`config.mk`:
```
export PLATFORM = sky130hd
export DESIGN_NAME = draw_engine
export DESIGN_NICKNAME = d
export VERILOG_FILES = /design/src/rtl/draw_engine.sv
export SDC_FILE = /design/constraint.sdc
export NUM_CORES = 1
export LEC_CHECK = 0
export CORE_MARGIN = 5
export CORE_UTILIZATION = 47
export DETAILED_ROUTE_END_ITERATION = 8
export PLACE_DENSITY_LB_ADDON = 0.3
export SLEW_MARGIN = 20
export SYNTH_ARGS = -nofsm -noshare
export SYNTH_HDL_FRONTEND = slang
export SYNTH_SLANG_ARGS = --single-unit
export TNS_END_PERCENT = 1
```
`constraint.sdc`:
```
create_clock -name pixel_clock -period 3 [get_ports pixel_clock]
set_input_delay 0.6 -clock pixel_clock [delete_from_list [all_inputs] [get_ports pixel_clock]]
set_output_delay 0.6 -clock pixel_clock [all_outputs]
set_load 0.005 [all_outputs]
```
`src/rtl/draw_engine.sv`:
```
// draw_engine: turns one plot / fill-rect / clear command into a row-major
// stream of framebuffer pixel writes, one per cycle when the framebuffer is ready.
module draw_engine #(
  parameter int FB_WIDTH  = 160,
  parameter int FB_HEIGHT = 120
) (
  input  logic       pixel_clock,
  input  logic       reset,
  input  logic       cmd_valid,
  output logic       cmd_ready,
  input  logic [1:0] cmd_op,
  input  logic [7:0] cmd_x0,
  input  logic [7:0] cmd_y0,
  input  logic [7:0] cmd_x1,
  input  logic [7:0] cmd_y1,
  input  logic [2:0] cmd_color,
  input  logic       wr_ready,
  output logic       wr_en,
  output logic [7:0] wr_x,
  output logic [7:0] wr_y,
  output logic [2:0] wr_color,
  output logic       busy
);

  localparam logic [7:0] X_LAST = 8'(FB_WIDTH - 1);
  localparam logic [7:0] Y_LAST = 8'(FB_HEIGHT - 1);

  localparam logic [1:0] OP_PLOT  = 2'b00;
  localparam logic [1:0] OP_RECT  = 2'b01;
  localparam logic [1:0] OP_CLEAR = 2'b10;

  typedef enum logic {IDLE, DRAW} state_t;

  state_t     state_reg, state_next;
  logic [7:0] x_reg, x_next;
  logic [7:0] y_reg, y_next;
  logic [7:0] xmin_reg, xmin_next;
  logic [7:0] xmax_reg, xmax_next;
  logic [7:0] ymax_reg, ymax_next;
  logic [2:0] color_reg, color_next;

  // Normalised bounds of the command currently on the input port
  logic [7:0] lo_x, hi_x, lo_y, hi_y;
  logic [7:0] hi_x_clamped, hi_y_clamped;
  logic       cmd_empty;

  // Normalise the presented command: order corners, clamp maxima, flag empty work
  always_comb begin
    lo_x      = cmd_x0;
    hi_x      = cmd_x0;
    lo_y      = cmd_y0;
    hi_y      = cmd_y0;
    cmd_empty = 1'b0;
    case (cmd_op)
      OP_PLOT: begin
        lo_x = cmd_x0;
        hi_x = cmd_x0;
        lo_y = cmd_y0;
        hi_y = cmd_y0;
      end
      OP_RECT: begin
        lo_x = (cmd_x0 < cmd_x1) ? cmd_x0 : cmd_x1;
        hi_x = (cmd_x0 < cmd_x1) ? cmd_x1 : cmd_x0;
        lo_y = (cmd_y0 < cmd_y1) ? cmd_y0 : cmd_y1;
        hi_y = (cmd_y0 < cmd_y1) ? cmd_y1 : cmd_y0;
      end
      OP_CLEAR: begin
        lo_x = 8'd0;
        hi_x = X_LAST;
        lo_y = 8'd0;
        hi_y = Y_LAST;
      end
      default: cmd_empty = 1'b1;  // no-op
    endcase
    hi_x_clamped = (hi_x > X_LAST) ? X_LAST : hi_x;
    hi_y_clamped = (hi_y > Y_LAST) ? Y_LAST : hi_y;
    // A minimum corner off-screen means nothing is left to draw
    if ((lo_x > X_LAST) || (lo_y > Y_LAST)) begin
      cmd_empty = 1'b1;
    end
  end

  // State and scan-counter registers
  always_ff @(posedge pixel_clock) begin
    if (reset) begin
      state_reg <= IDLE;
      x_reg     <= 8'd0;
      y_reg     <= 8'd0;
      xmin_reg  <= 8'd0;
      xmax_reg  <= 8'd0;
      ymax_reg  <= 8'd0;
      color_reg <= 3'd0;
    end else begin
      state_reg <= state_next;
      x_reg     <= x_next;
      y_reg     <= y_next;
      xmin_reg  <= xmin_next;
      xmax_reg  <= xmax_next;
      ymax_reg  <= ymax_next;
      color_reg <= color_next;
    end
  end

  // Accept commands in IDLE; advance the scan only when a write transfers
  always_comb begin
    state_next = state_reg;
    x_next     = x_reg;
    y_next     = y_reg;
    xmin_next  = xmin_reg;
    xmax_next  = xmax_reg;
    ymax_next  = ymax_reg;
    color_next = color_reg;
    case (state_reg)
      IDLE: begin
        // Empty and no-op commands are consumed here without leaving IDLE
        if (cmd_valid && !cmd_empty) begin
          state_next = DRAW;
          x_next     = lo_x;
          y_next     = lo_y;
          xmin_next  = lo_x;
          xmax_next  = hi_x_clamped;
          ymax_next  = hi_y_clamped;
          color_next = cmd_color;
        end
      end
      DRAW: begin
        if (wr_ready) begin
          if (x_reg == xmax_reg) begin
            if (y_reg == ymax_reg) begin
              state_next = IDLE;
            end else begin
              x_next = xmin_reg;
              y_next = y_reg + 8'd1;
            end
          end else begin
            x_next = x_reg + 8'd1;
          end
        end
      end
      default: state_next = IDLE;
    endcase
  end

  // Write port is driven straight from the scan registers so it holds while stalled
  assign cmd_ready = (state_reg == IDLE);
  assign busy      = (state_reg == DRAW);
  assign wr_en     = (state_reg == DRAW);
  assign wr_x      = x_reg;
  assign wr_y      = y_reg;
  assign wr_color  = color_reg;

endmodule

```
==> metrics.csv <==
metric,value,unit
critical path class,input pin to register,
"commonest non-fill, non-tap cell in the layout",buf_4,
share of layout cells above drive strength 1,34.8,%
critical path depth,15,
RePlAce Congestion,0.870,
Post-synth EDFFs,0,
fmax,338,MHz
"FFs w/ async S/R, synth",0,%
largest net degree at the start of global routing,53,
Fillers,525,
PwrDens,393,nW/µm²
wire per inst,18.4,µm
slowest library cell on the worst path,o311a_4,
Avg Vias per Cell,6.04,
grt ovf,0,
RSZ-0062 raised after global routing,yes,
Netlist cell types,69,
Total Wirelength,13.9,mm
worst slew pin tran,0.543,ns
GR Layer Usage met1,32.0,%
"commonest non-fill, non-tap cells in the layout","buf_4, nand2_1, nor2_1, dfxtp_1, clkdlybuf4s50_1",
clk buf depth,2,
Ys Warns,0,
sequential area share after synthesis,23.6,%
fin nets,710,
Residual DRC,0,
Combinational Power Share,51.9,%
Synth area leaders,"dfxtp_1, ha_1, nand2_1, mux2i_1, nor2_1",
detailed-route via count,4540,
post-synth net total,526,
Sw Share,38.7,%
final setup margin,0.0405,ns
vias in the first global route,4365,
Reg power frac,31.9,%
initial antenna violation count,0,
Chip Height,99.0,µm
R2R cell count,9,
Setup crit start kind,input pin,
Initial DRT Pass Iterations,5,
Syn-to-layout area delta,55.5,%
Post-Syn Area,3730,µm²
CP endpoint kind,register,
met3 usage,4.18,%
worst min path class,register to register,
final hold violation count,0,
Mean Syn Cell Area,8.00,µm²
Clock Power Share,16.2,%
total power,2.28,mW
hpwl dp,8.96,mm
max_slew headroom,63.8,%
antenna-violating nets left,0,
switching power,0.879,mW
clk slew on worst S/H paths,0.09,ns
Root Driver,clkbuf_8,
Initial Util,48.2,%
met2 track demand over resource,45.4,%
max-cap violations,0,
Pint,1.40,mW
first-pass GRT wire length,21.0,mm
H-tree depth,2,
crit-path cells,dlygate4sd2_1 -> inv_2 -> ha_4 -> and4_1 -> o21ai_2 -> buf_4 -> o211ai_1 -> o211ai_1 -> buf_4 -> o22ai_4 -> o311a_4 -> buf_12 -> buf_12 -> mux2i_1 -> nor2_1,
clock sink total,44,
number of DRC markers in iteration 0,321,
worst path bufs/invs,6,
TritonCTS clock tree,done,
die area,9810,µm²
period utilization,98.7,%
die width,99.0,µm
Slew Limit Fails,0,
CP max stage delay,0.30,ns
Max Clock Skew,0.00463,ns
Port Buffer Count,62,
All-Layer GR Usage,26.1,%
area of the core,7730,µm²
Hold Crit Depth,1,
critical path's top delay family,buffers and inverters,
outcome,completed,
Worst EP arrival,3.13,ns
endpoints failing setup,0,
Tmin final,2.96,ns
post-place setup slack,-0.706,ns
Yosys reg bits,44,
Clock Latency Late Sink,0.30,ns
grt peak-use layer,met2,
ant diodes,0,
leak pwr,2.53,nW
"Top FF cell, synth",dfxtp_1,
post-synth top area cell,dfxtp_1,
row count,32,
Post-Synthesis Cells,466,
WP data required,3.17,ns
Max VDD drop,0.200,mV
Yosys top cell area share,23.6,%
critical path peak fanout,7,
CTS Buf Count,5,
Top Ports,63,
[final timing paths]
path / start / end / slack [ns]
setup / recovery: cmd_x1[5] / wr_color[1] / 0.04
setup reg to reg: wr_y[0] / wr_y[6] / 0.61
hold reg to reg: ymax_reg[7] / ymax_reg[7] / 0.49
hold / removal: ymax_reg[7] / ymax_reg[7] / 0.49
[cell type report]
| class | instances | area, µm² | share of cell area (%) |
|---|---|---|---|
| multi-input cells | 369 | 2880 | 49.8 |
| repair buffers | 205 | 1730 | 29.8 |
| flip-flops and latches | 44 | 881 | 15.2 |
| well taps | 102 | 128 | 2.20 |
| inverters | 25 | 93.8 | 1.62 |
| clock buffers | 5 | 68.8 | 1.19 |
| clock inverters | 2 | 12.5 | 0.216 |
[what timing repair did]
item,CTS,global route
setup endpoints to repair,44,42
buffers inserted,13,9
hold buffers,0,0
pin swaps,22,25
gates resized for setup,67,66
gates cloned,3,1
hold endpoints to repair,0,0
[per-layer routing]
metal / part of all wire, % / vias up
met5: 0 / -
met4: 3.9 / 0
met3: 7.4 / 57
met2: 50 / 240
met1: 39 / 2142
li1: - / 2101
[metrics by stage]
step	util [%]	hold WS (ns)	cell area (µm²)	setup TNS (ns)	std cells
floorplan	-	0.470	3730	0	466
global placement	67.7	0.475	5230	-23.33	720
detailed placement	67.7	0.479	5230	-25.23	720
CTS	73.0	0.490	5640	-0.0651	743
global route	75.0	0.500	5790	-1.17	752
finish	75.0	0.495	5790	0	752
[cell usage after synthesis, types with 6 or more instances]
| master | number |
|---|---|
| a211oi_1 | 14 |
| a21oi_1 | 14 |
| a221oi_1 | 6 |
| a22o_1 | 8 |
| a22oi_1 | 7 |
| a31oi_1 | 10 |
| and2_1 | 6 |
| and3_1 | 9 |
| clkbuf_1 | 16 |
| dfxtp_1 | 44 |
| ha_1 | 19 |
| inv_1 | 24 |
| mux2i_1 | 18 |
| nand2_1 | 55 |
| nand2b_1 | 11 |
| nand3_1 | 10 |
| nand4_1 | 7 |
| nor2_1 | 45 |
| o2111ai_1 | 9 |
| o211ai_1 | 9 |
| o21a_1 | 9 |
| o21ai_0 | 11 |
| o31ai_1 | 6 |
| xnor2_1 | 12 |
| xor2_1 | 10 |
[cell families after synthesis]
logic type,count (synthesis),share of synthesized area (%)
and+or+nand+nor,160,21.2
AOI/OAI and AO/OA,150,32.1
buffers and inverters,53,6.68
DFF,44,23.6
xor gates and xnor gates,22,5.17
adders and majority gates,19,6.38
muxes,18,4.84
[power groups by stage]
stage / combinational (mW) / clock (mW) / sequential (mW)
after floorplan: 0.548 / 0 / 0.716
after global placement: 0.968 / 0 / 0.727
after detailed placement: 0.990 / 0 / 0.730
after CTS: 1.09 / 0.363 / 0.718
after global routing: 1.26 / 0.387 / 0.733
final: 1.18 / 0.368 / 0.726
[worst reg2reg max path: stages (launching register included)]
cell and delay (ns):
dfxtp_1 0.54, xnor2_1 0.22, nand4_1 0.13, nor2_1 0.35, nor2_1 0.09, buf_4 0.18, and3_1 0.23, a21o_1 0.19
o211a_1 0.11, o221a_2 0.25
No activity file was read; power rests on OpenSTA's default activity.
==> patch 1: new RTL, same settings <==
Make the reset (`reset`) asynchronous in one clocked block.
--- a/src/rtl/draw_engine.sv
+++ b/src/rtl/draw_engine.sv
@@ -83,3 +83,3 @@
   // State and scan-counter registers
-  always_ff @(posedge pixel_clock) begin
+  always_ff @(posedge pixel_clock or posedge reset) begin
     if (reset) begin
Check against the original RTL: differs if reset is asserted again (counterexample within 4 cycles, from zero or initial values and one cycle with reset high); with reset held inactive, the same outputs for 4 cycles.
==> patch 1 against the unedited design <==
  * Count of clock-buffer cells in the layout up 1
  * Highest routed layer unchanged
  * Critical path depth down 3
  * Power decreased by 9.4%
  * Wire length decreased by 21%
  * Synthesized area shrank 3.2%
  * Cell area down 3.6%
  * Sequential power is essentially flat
  * Sequential cell count did not move
  * Worst setup slack improved by 24 ps
  * Global-route usage fell by 3.7 points
  * Core utilization decreased by 1.5 points
==> patch 1: results (changes against the unedited design) <==
1st-iter DRT viols 154 (-52%); Nets 642 (-9.6%); Clock Network Area Fraction 1.926% (+0.52 points); clkbuf count 6 (+1); max incr delay on CP 580 ps (+280 ps); Unique masters post-synth 64 (-7.2%); final wirelength 11000 um (-21%); ys async rst share 100.0% (+100 points); ranking of synthesized cells by area dfrtp_1, ha_1, nand2_1; CP arrival 3120 ps (about the same); Multi-In Gates 324 (-12%); Area Overhead vs Synth 54.87%; layout cells sized above 1 32.42% (-2.4 points); P_sw 677.3 uW (-23%); FILL cells 544 (+3.6%); bufs w/o clock 178 (-13%); vias in the first global route 3790 (-13%); inverter count 29 (+16%); multi-input logic area 2592 um^2 (-10%); multiplexer area fraction after synthesis 4.301% (-0.53 points); first-pass GRT wire length 18020 um (-14%); gpl congestion 0.8995 (+3.5%); VDD IR max 214.7 uV (+7.4%); CP max stage cell a2111o_2; FF+latch count 44 (unchanged); Data buffer area share 27.68% (-2.1 points); detailed placement HPWL 8347 um (-6.8%); Seq/Total Area, Yosys 30.52% (+6.9 points); Slew @ Worst Pin 753.6 ps (+211.0 ps); largest net degree at the start of global routing 34 (-36%); GRT Util Overall 22.37% (-3.7 points); fraction of area in multi-input gates 46.41% (-3.4 points); Synth Area in XOR/XNOR 5.342% (+0.17 points); status finished, final reports clean; Leakage 2.617 nW (+3.4%); Largest delay share family, worst path compound AO/OA/AOI/OAI gates; compound-cell area share of the yosys netlist 30.21% (-1.9 points)
## patch 1: cell types whose count changed in the layout (fill, tap and decap cells not counted), sizes merged, moves of 10 or more
cell    unedited run  this run
o21ai             17        30
mux2i             18         2
a211oi            15         3
dfxtp             44         0
buf              143       118
mux2               0        12
dfrtp              0        44
nor2              46        23
a22oi              7        17
clkbuf            20         7
o22a               0        12
nand2             55        42
## patch 1: worst register-to-register path: cells and delay by family, from the launching register on
| family | cells | cell delay (ps) |
|---|---|---|
| xor gates and xnor gates | 1 | 230 |
| buffers and inverters | 1 | 140 |
| DFF | 1 | 520 |
| muxes | 1 | 300 |
| and+or+nand+nor | 6 | 1140 |
## patch 1: through the flow
step / worst slack (ps) / std cells / util, % / TNS [ps] / hold slack, ps
2_1_floorplan: -50.75 / 419 / - / -178.4 / 483.4
3_3_place_gp: -710.9 / 664 / 66.00 / -27910 / 488.7
3_5_place_dp: -777.7 / 664 / 66.00 / -28550 / 497.1
4_1_cts: 4.851 / 681 / 70.89 / 0 / 515.4
5_1_grt: -17.78 / 685 / 73.44 / -102.0 / 538.7
6_report: 64.81 / 685 / 73.44 / 0 / 511.1
## patch 1: logic make-up (layout without fill, tap and decap cells)
family,after synthesis,after routing
AND/OR/NAND/NOR,120,120
XOR/XNOR,22,22
flip-flops,44,44
buffers and inverters,51,215
AO/OA/AOI/OAI,149,149
adder cells (fa/ha/maj),19,19
multiplexers,14,14
## patch 1: timing repair
| action | 4_1_cts | 5_1_grt |
|---|---|---|
| hold buffers | 0 | 0 |
| setup buffers | 11 | 4 |
| resized for setup | 66 | 47 |
| endpoints found under the setup margin | 44 | 42 |
| pin swaps | 31 | 30 |
| gates cloned | 0 | 0 |
## patch 1: power by group through the flow
stage / registers (mW) / logic, mW / clock network (mW)
after global placement: 0.730 / 0.735 / 0
after floorplan: 0.711 / 0.389 / 0
after CTS: 0.723 / 0.852 / 0.450
after detailed placement: 0.733 / 0.759 / 0
final: 0.724 / 0.891 / 0.447
after global routing: 0.732 / 0.967 / 0.476
## patch 1: metal layers
layer / GRT usage (%) / part of all wire (%)
met4: 5.005 / 0.88
met1: 30.17 / 44
met5: 0 / 0
met3: 1.938 / 4.5
met2: 38.90 / 50
## patch 1: worst paths after layout
| path | startpoint | endpoint | slack, ps | depth (start not counted) |
|---|---|---|---|---|
| worst max-delay path | cmd_y1[1] | wr_x[1] | 60 | 12 |
| worst min-delay path | wr_color[1] | wr_color[1] | 510 | 1 |
| worst max register to register | wr_x[0] | wr_x[1] | 550 | 9 |
| worst min register to register | wr_color[1] | wr_color[1] | 510 | 1 |
| max in group asynchronous | reset | wr_y[1] | 1770 | 3 |
| min in group asynchronous | reset | wr_x[6] | 650 | 2 |
==> patch 2: new RTL, config.mk and constraints unchanged <==
Made on the original files. Change the parameter `FB_HEIGHT` from 120 to 60.
--- a/src/rtl/draw_engine.sv
+++ b/src/rtl/draw_engine.sv
@@ -4,3 +4,3 @@
   parameter int FB_WIDTH  = 160,
-  parameter int FB_HEIGHT = 120
+  parameter int FB_HEIGHT = 60
 ) (
Check against the original RTL: not equivalent (Yosys sat finds a counterexample within 4 cycles, from zero or initial values and one cycle with reset high).
==> patch 2 against the unedited design <==
  * The run now ends with negative setup slack left
  * Register-to-register slack better by 170 ps
  * Sequential cell count stayed put
  * Core utilization is 4.5 points higher
  * Synthesized area is 6.4% lower
  * Clock power is 2% higher
  * Non-clock buffer count is 10 lower
  * Sequential power is 5.8% lower
  * Cell area is 0.56% lower
  * Worst setup slack worse by 150 ps
  * Power is 4.0% lower
  * Die area is 5.8% lower
  * Cell count is 4.7% lower
  * Wire length is 9.4% lower
  * Critical endpoint is now wr_x[3]
==> patch 2: results (changes against the unedited design) <==
Synth Area in XOR/XNOR 5.528% (+0.36 points); Initial DRT Pass Iterations 6 (+1); RR Endpoint wr_x[3]; 1st-iter DRT viols 332 (+3.4%); gpl congestion 0.8708 (+0.15%); met3 wire length 931 um (-9.4%); largest net degree at the start of global routing 21 (-60%); compound-cell area share of the yosys netlist 29.47% (-2.7 points); VDD IR max 214.2 uV (+7.2%); HP Class flop to flop; Nets 677 (-4.6%); M1 wire length 5129 um (-5.6%); violated checks negative setup slack; detailed placement HPWL 8082 um (-9.8%); Seq/Total Area, Yosys 25.27% (+1.6 points); CP arrival 3300 ps (+170 ps); setup violators final 15 (+15); Hold Path Depth 2 (+1); R2R setup slack 780 ps (+170 ps); ranking of synthesized cells by area dfxtp_1, ha_1, mux2i_1; Slew Limit Headroom 33.12% (-31 points); final worst slack -113.4 ps (-153.9 ps); status finished with violations; Final TNS setup -844.5 ps (-844.5 ps); multiplexer area fraction after synthesis 6.030% (+1.2 points); final wirelength 12560 um (-9.4%); R2R depth 10 (+1); Adder-Cell Fraction of Synth Area 6.820% (+0.44 points); vias in the first global route 4055 (-7.1%); FILL cells 479 (-8.8%); commonest cells in the synthesized netlist dfxtp_1, nand2_1, nor2_1; syn nets 500 (-4.9%); first-pass GRT wire length 19330 um (-8.1%); Critical path origin cmd_y1[1]; Unique masters post-synth 56 (-19%); layout cells sized above 1 41.26% (+6.5 points); GRT Util Overall 26.54% (+0.47 points); vias per cell 5.739 (-4.9%); pre-CTS setup slack -1036 ps (-329.9 ps); clock skew 8.089 ps (+3.461 ps)
-- patch 2: layer usage --
layer / up-vias / global-route usage [%]
met4: 0 / 11.14
met2: 208 / 45.66
met1: 1909 / 32.11
met3: 39 / 5.004
li1: 1959 / -
met5: - / 0
-- patch 2: critical path, stage by stage --
cell and delay (ps):
buf_12 110, inv_12 40, ha_4 170, a2111o_1 460
a21o_4 300, a211oi_4 340, nor4_4 100, a2111oi_4 430
buf_4 200, o21ai_4 70, buf_12 140, buf_12 130
mux2i_2 160, nor2_1 60
-- patch 2: area by class of cell --
cell class / count / share of cell area [%]
Multi-Input combinational cell: 349 / 50.27
Timing Repair Buffer: 195 / 28.99
Sequential cell: 44 / 15.29
Tap cell: 99 / 2.150
Inverter: 22 / 1.781
Clock buffer: 5 / 1.194
Clock inverter: 3 / 0.3257
-- patch 2: how the worst min path moves through the flow --
stage	startpoint	endpoint	slack (ps)
after global routing	xmin_reg[6]	xmin_reg[6]	500
after floorplan	xmin_reg[5]	xmin_reg[5]	450
final	xmin_reg[5]	xmin_reg[5]	480
after CTS	xmin_reg[5]	xmin_reg[5]	480
after detailed placement	xmin_reg[5]	xmin_reg[5]	460
after global placement	xmin_reg[6]	xmin_reg[6]	450
-- patch 2: timing repair --
action | CTS | global route
setup buffers | 30 | 4
cloned | 1 | 0
pin swaps | 33 | 27
setup endpoints to repair | 44 | 40
gates resized for setup | 176 | 35
-- patch 2: power breakdown --
part / internal [mW] / leakage, nW / switching (mW)
Sequential: 0.630 / 0.358 / 0.0536
Combinational: 0.569 / 1.99 / 0.556
Clock: 0.163 / 0.0479 / 0.212
-- patch 2: kinds of logic (layout without fill, tap and decap cells) --
logic type	after synthesis	in the layout
buffers and inverters	47	225
AO/OA/AOI/OAI	135	135
flip-flops	44	44
AND/OR/NAND/NOR	152	152
adder cells (fa/ha/maj)	19	19
multiplexers	21	21
XOR/XNOR	22	22
-- patch 2: metrics by stage --
stage               cell area [um^2]  cells
global placement                4932    675
detailed placement              4932    675
floorplan                       3547    440
finish                          5762    717
CTS                             5615    714
global route                    5762    717
